File: src/rtl/stream_rr_burst_arbiter.sv
// stream_rr_burst_arbiter
//   Round-robin arbiter that merges NUM_IN AXI-Stream producers onto one
//   StreamingFIFO input port. A grant is held for exactly BURST handshakes,
//   because FINN streams carry no TLAST to mark packet boundaries. A granted
//   source whose TVALID stays low for TIMEOUT consecutive cycles is released
//   early.
//
//   Optional feature, enabled by the macro SPACE_CHECK_EN:
//     A new burst is granted only when the downstream FIFO has room for all
//     BURST beats, so a burst never stalls halfway through.
//
//   State table
//     state   | meaning
//     IDLE    | no grant; pick the next valid source after last_ptr
//     GRANT   | grant_id owns the output until BURST beats or a timeout
module stream_rr_burst_arbiter #(
  parameter int NUM_IN     = 4,
  parameter int WIDTH      = 32,
  parameter int BURST      = 16,
  parameter int TIMEOUT    = 64,
  parameter int FIFO_DEPTH = 16,
  parameter int CNT_W      = 5,
  localparam int ID_W      = (NUM_IN > 1) ? $clog2(NUM_IN) : 1
) (
  input  logic                    ap_clk,
  input  logic                    ap_rst,
  input  logic [NUM_IN*WIDTH-1:0] in_V_TDATA,
  input  logic [NUM_IN-1:0]       in_V_TVALID,
  output logic [NUM_IN-1:0]       in_V_TREADY,
  output logic [WIDTH-1:0]        out_V_TDATA,
  output logic                    out_V_TVALID,
  input  logic                    out_V_TREADY,
  input  logic [CNT_W-1:0]        fifo_count,
  output logic                    grant_vld,
  output logic [ID_W-1:0]         grant_id,
  output logic                    release_to
);

  localparam int BEAT_W = (BURST > 1) ? $clog2(BURST) : 1;
  localparam int IDLE_W = (TIMEOUT > 1) ? $clog2(TIMEOUT) : 1;

  typedef enum logic {
    S_IDLE  = 1'b0,
    S_GRANT = 1'b1
  } state_e;

  state_e            state_q, state_d;
  logic [ID_W-1:0]   last_ptr_q, last_ptr_d;
  logic [ID_W-1:0]   grant_id_q, grant_id_d;
  logic [BEAT_W-1:0] beat_cnt_q, beat_cnt_d;
  logic [IDLE_W-1:0] idle_cnt_q, idle_cnt_d;

  logic              pick_vld;
  logic [ID_W-1:0]   pick_id;
  logic              space_ok;
  logic              g_valid;
  logic              beat;

  // Elaboration-time parameter sanity.
  if (NUM_IN < 2 || NUM_IN > 16) begin : g_num_in_chk
    $error("stream_rr_burst_arbiter: NUM_IN must be in 2..16");
  end
  if (BURST < 1) begin : g_burst_chk
    $error("stream_rr_burst_arbiter: BURST must be >= 1");
  end

`ifdef SPACE_CHECK_EN
  if (BURST > FIFO_DEPTH) begin : g_depth_chk
    $error("stream_rr_burst_arbiter: BURST must not exceed FIFO_DEPTH");
  end

  // Start a burst only when every one of its beats already fits in the FIFO.
  always_comb begin
    space_ok = ((FIFO_DEPTH - int'(fifo_count)) >= BURST);
  end
`else
  logic unused_fifo_count;

  // Occupancy is irrelevant without the space check.
  always_comb begin
    space_ok          = 1'b1;
    unused_fifo_count = ^fifo_count;
  end
`endif

  // Round-robin pick: first valid source after last_ptr, wrapping to 0.
  always_comb begin
    pick_vld = 1'b0;
    pick_id  = '0;
    for (int k = 1; k <= NUM_IN; k++) begin
      if (!pick_vld && in_V_TVALID[(int'(last_ptr_q) + k) % NUM_IN]) begin
        pick_vld = 1'b1;
        pick_id  = ID_W'((int'(last_ptr_q) + k) % NUM_IN);
      end
    end
  end

  // Next-state logic and the combinational data/handshake pass-through.
  always_comb begin
    state_d      = state_q;
    last_ptr_d   = last_ptr_q;
    grant_id_d   = grant_id_q;
    beat_cnt_d   = beat_cnt_q;
    idle_cnt_d   = idle_cnt_q;
    out_V_TDATA  = '0;
    out_V_TVALID = 1'b0;
    in_V_TREADY  = '0;
    release_to   = 1'b0;
    g_valid      = in_V_TVALID[grant_id_q];
    beat         = g_valid & out_V_TREADY;

    unique case (state_q)
      S_IDLE: begin
        beat_cnt_d = '0;
        idle_cnt_d = '0;
        if (pick_vld && space_ok) begin
          grant_id_d = pick_id;
          state_d    = S_GRANT;
        end
      end

      S_GRANT: begin
        out_V_TDATA             = in_V_TDATA[grant_id_q*WIDTH +: WIDTH];
        out_V_TVALID            = g_valid;
        in_V_TREADY[grant_id_q] = out_V_TREADY;

        // Only a low TVALID counts as idle; downstream backpressure does not.
        if (g_valid) begin
          idle_cnt_d = '0;
        end else if (TIMEOUT > 0) begin
          idle_cnt_d = idle_cnt_q + 1'b1;
        end

        if (beat) begin
          if (beat_cnt_q == BEAT_W'(BURST - 1)) begin
            last_ptr_d = grant_id_q;
            beat_cnt_d = '0;
            idle_cnt_d = '0;
            state_d    = S_IDLE;
          end else begin
            beat_cnt_d = beat_cnt_q + 1'b1;
          end
        end else if (!g_valid && (TIMEOUT > 0) &&
                     (idle_cnt_q == IDLE_W'(TIMEOUT - 1))) begin
          release_to = 1'b1;
          last_ptr_d = grant_id_q;
          beat_cnt_d = '0;
          idle_cnt_d = '0;
          state_d    = S_IDLE;
        end
      end

      default: begin
        state_d = S_IDLE;
      end
    endcase

    // Nothing may transfer in a reset cycle, even when reset lands mid-burst.
    if (ap_rst) begin
      out_V_TDATA  = '0;
      out_V_TVALID = 1'b0;
      in_V_TREADY  = '0;
      release_to   = 1'b0;
    end
  end

  // State registers; last_ptr starts at NUM_IN-1 so source 0 wins first.
  always_ff @(posedge ap_clk) begin
    if (ap_rst) begin
      state_q    <= S_IDLE;
      last_ptr_q <= ID_W'(NUM_IN - 1);
      grant_id_q <= '0;
      beat_cnt_q <= '0;
      idle_cnt_q <= '0;
    end else begin
      state_q    <= state_d;
      last_ptr_q <= last_ptr_d;
      grant_id_q <= grant_id_d;
      beat_cnt_q <= beat_cnt_d;
      idle_cnt_q <= idle_cnt_d;
    end
  end

  // Grant status is presented straight from the registers.
  always_comb begin
    grant_vld = (state_q == S_GRANT);
    grant_id  = grant_id_q;
  end

endmodule
File: config.mk
export PLATFORM = sky130hd
export DESIGN_NAME = stream_rr_burst_arbiter
export DESIGN_NICKNAME = d
export VERILOG_FILES = /design/src/rtl/stream_rr_burst_arbiter.sv
export SDC_FILE = /design/constraint.sdc
export NUM_CORES = 1
export LEC_CHECK = 0
export CAP_MARGIN = 25
export CELL_PAD_IN_SITES_DETAIL_PLACEMENT = 1
export CELL_PAD_IN_SITES_GLOBAL_PLACEMENT = 1
export CORE_MARGIN = 1.5
export CORE_UTILIZATION = 21
export CTS_CLUSTER_DIAMETER = 50
export DETAILED_ROUTE_END_ITERATION = 10
export PLACE_DENSITY_LB_ADDON = 0.12
export SYNTH_ARGS = -nofsm -noshare
export SYNTH_HDL_FRONTEND = slang
export SYNTH_SLANG_ARGS = --single-unit
File: constraint.sdc
create_clock -name ap_clk -period 3.1 [get_ports ap_clk]
set_clock_uncertainty 0.1 [all_clocks]
set_input_delay 0.465 -clock ap_clk [delete_from_list [all_inputs] [get_ports ap_clk]]
set_output_delay 0.465 -clock ap_clk [all_outputs]
set_load 0.02 [all_outputs]
==> run_results.csv <==
group,metric,value,unit
layout,fin_util,45.8,%
place,dp.cells,448,
clock_tree,cts_buffers,3,
critical_path,r2r_slack,0.86,ns
synthesis,synth_cell_type_count,36,
layout,diodes,0,
synthesis,synth_seq_cells,15,
synthesis,yosys.area.top_type,"mux4_2",
route,firstDrtPassIters,4,
place,port-buffer-count,175,
route,drc_errors,0,
layout,layout-drive-gt1-share,15.9,%
die,core-area,0.00826,mm^2
synthesis,synth_fa_ha_area_share,1.39,%
clock_tree,cts_resized,0,
critical_path,worstPathMaxFanout,7,
die,die_h,95.4,um
clock_tree,root_buffer,"clkbuf_8",
critical_path,crit_type,"in -> out",
min_path,hold_path.class,"reg -> reg",
clock_tree,ctsHtreeMaxLevel,1,
synthesis,synth_mux_area_share,43.7,%
route,antenna_left,0,
synthesis,yosys.area_share.xor_xnor,1.95,%
timing,finalSetupTns,0,ns
clock_tree,clk_pin_slew,0.06,ns
timing,worst_pin_slew,0.549,ns
critical_path,crit_arrival,2.23,ns
synthesis,synth_top_family_by_area,"multiplexers",
die,placementRows,33,
global_routing,antenna_found_initial,0,
timing,fin_crit_sh,90.1,%
min_path,whs_path_depth,1,
synthesis,synth_warnings,0,
global_routing,grt_pass1_vias,2188,
pwr,vdd_ir_drop_max,0.175,mV
synthesis,synth_simple_gate_area_share,24.8,%
die,die-area,0.00911,mm^2
place,hpwlAfterDp,7550,um
synthesis,synth_compound_area_share,7.32,%
layout,nets,490,
critical_path,cp-startpoint,"in_V_TVALID[2]",
clock_tree,cts_hold_buffers,0,
outcome,outcome,"completed",
critical_path,critPathLaunchType,"primary input",
global_routing,grt_overflow,0,
die,start_util,21.7,%
timing,slew_headroom,63.0,%
critical_path,endpoint_kind,"primary output",
global_routing,grt_max_degree,40,
global_routing,grt.total_usage,18.1,%
pwr,power,0.813,mW
route,wirelength,9020,um
timing,hold_viol,0,
clock_tree,clockBufferDepth,2,
synthesis,syn_inst,171,
global_routing,grt_pass1_wl,12400,um
die,die_w,95.4,um
layout,synthToLayoutAreaGrowth,111,%
timing,fmax,0.358,GHz
clock_tree,cts_sinks,15,
place,place_congestion,0.743,
timing,slew_violations,0,
layout,final_cell_mix,"175 x clkdlybuf4s50_1, 33 x mux4_2, 33 x and2_1",
clock_tree,clk_latency,0.25,ns
synthesis,syn_avg_cell_area,10.5,um^2
timing,hold_ws,0.348,ns
critical_path,cp.required,2.53,ns
layout,final_common_cell,"clkdlybuf4s50_1",
pwr,power.density,215,mW/mm^2
route,viasPerCell,4.74,
clock_tree,cts_setup_buffers,0,
die,io_pins,181,
synthesis,seq_area_frac_synth,16.7,%
timing,rsz0062_at_grt,"no",
clock_tree,cts_tree,"done",
route,wl_per_cell,20.0,um
synthesis,synth_top_area_share,41.4,%
synthesis,synth_nets,313,
critical_path,endpoint,"out_V_TVALID",
pwr,p_leak,1.31,nW
critical_path,reg2reg_from,"grant_id[0]",
critical_path,reg2regPathDepth,5,
synthesis,netlist_area,0.00179,mm^2
synthesis,yosys-top-cells-area,"mux4_2 41%, dfxtp_1 17%, and2_1 12%, nor2_1 2.9%, mux2i_1 2.2%",
route,vias,2141,
critical_path,rr_endpoint,"last_ptr_q[0]",
timing,period_needed,2.79,ns
layout,finalNonFillerCells,452,
timing,setup_viol,0,
job,cap_viol_max_count,0,
route,drtIter0Drc,26,
-- per-stage QoR --
stage	area, um^2	setup slack, ns
5_1_grt	3780	0.200
4_1_cts	3780	0.293
3_3_place_gp	3740	0.272
2_1_floorplan	1790	0.605
6_report	3780	0.308
3_5_place_dp	3740	0.294
-- worst min-delay path by stage --
stage	start	end	slack (ns)
floorplan	idle_cnt_q[0]	idle_cnt_q[0]	0.31
global placement	idle_cnt_q[0]	idle_cnt_q[0]	0.33
detailed placement	idle_cnt_q[0]	idle_cnt_q[0]	0.34
CTS	idle_cnt_q[0]	idle_cnt_q[0]	0.36
global route	idle_cnt_q[0]	idle_cnt_q[0]	0.36
finish	idle_cnt_q[0]	idle_cnt_q[0]	0.35
-- flip-flops by register name, indices dropped and copies added, names as in the netlist --
name        cells
grant_id        2
idle_cnt_q      6
beat_cnt_q      4
last_ptr_q      2
grant_vld       1
-- critical path: stages --
cell and delay [ns]:
clkdlybuf4s50_1 0.42, mux4_2 0.48, buf_4 0.18, and2_1 0.15, clkdlybuf4s50_1 0.53
-- synthesized netlist by cell type --
| library cell | instances |
|---|---|
| a31oi_1 | 2 |
| a22o_1 | 2 |
| xor2_1 | 2 |
| dfxtp_1 | 15 |
| nor3_1 | 5 |
| nand2_1 | 4 |
| a31o_2 | 1 |
| a21bo_2 | 1 |
| ha_1 | 2 |
| buf_6 | 1 |
| o21ai_0 | 3 |
| o22a_1 | 2 |
| nor4_1 | 2 |
| a221oi_1 | 1 |
| buf_1 | 1 |
| and3_1 | 3 |
| o21ai_2 | 1 |
| a21oi_1 | 2 |
| or4b_4 | 1 |
| nand3_1 | 5 |
| o22ai_1 | 1 |
| buf_2 | 3 |
| o221ai_1 | 1 |
| inv_1 | 3 |
| and2_1 | 33 |
| clkbuf_1 | 9 |
| nand4_1 | 1 |
| mux4_2 | 33 |
| xnor2_1 | 2 |
| mux2i_1 | 4 |
| nand2b_1 | 4 |
| nor2b_1 | 2 |
| a211oi_1 | 1 |
| nor2_1 | 14 |
| nor3b_1 | 3 |
| and4_1 | 1 |
-- area by class of cell --
| cell class | count | area, um^2 |
|---|---|---|
| Clock buffer | 3 | 41.3 |
| Timing Repair Buffer | 186 | 1870 |
| Sequential cell | 15 | 303 |
| Inverter | 3 | 11.3 |
| Multi-Input combinational cell | 139 | 1420 |
| Clock inverter | 1 | 5.00 |
| Fill cell | 927 | 4470 |
| Tap cell | 105 | 131 |
-- per-layer routing --
| metal | part of all wire (%) | GRT usage (%) |
|---|---|---|
| met5 | 0 | 0 |
| met2 | 50 | 32.6 |
| met4 | 0.63 | 2.33 |
| met1 | 39 | 21.4 |
| met3 | 11 | 6.14 |
-- where the power goes --
part / internal [mW] / switching [mW]
clock network: 0.0890 / 0.0712
registers: 0.197 / 0.00788
logic: 0.304 / 0.144
total: 0.591 / 0.223
-- kinds of logic after synthesis --
group | count (synthesis)
adders and majority gates | 2
and+or+nand+nor | 78
AOI/OAI and AO/OA | 18
buffers and inverters | 17
xor gates and xnor gates | 4
muxes | 37
DFF | 15
Note: power is estimated with default switching activity, not from simulation.
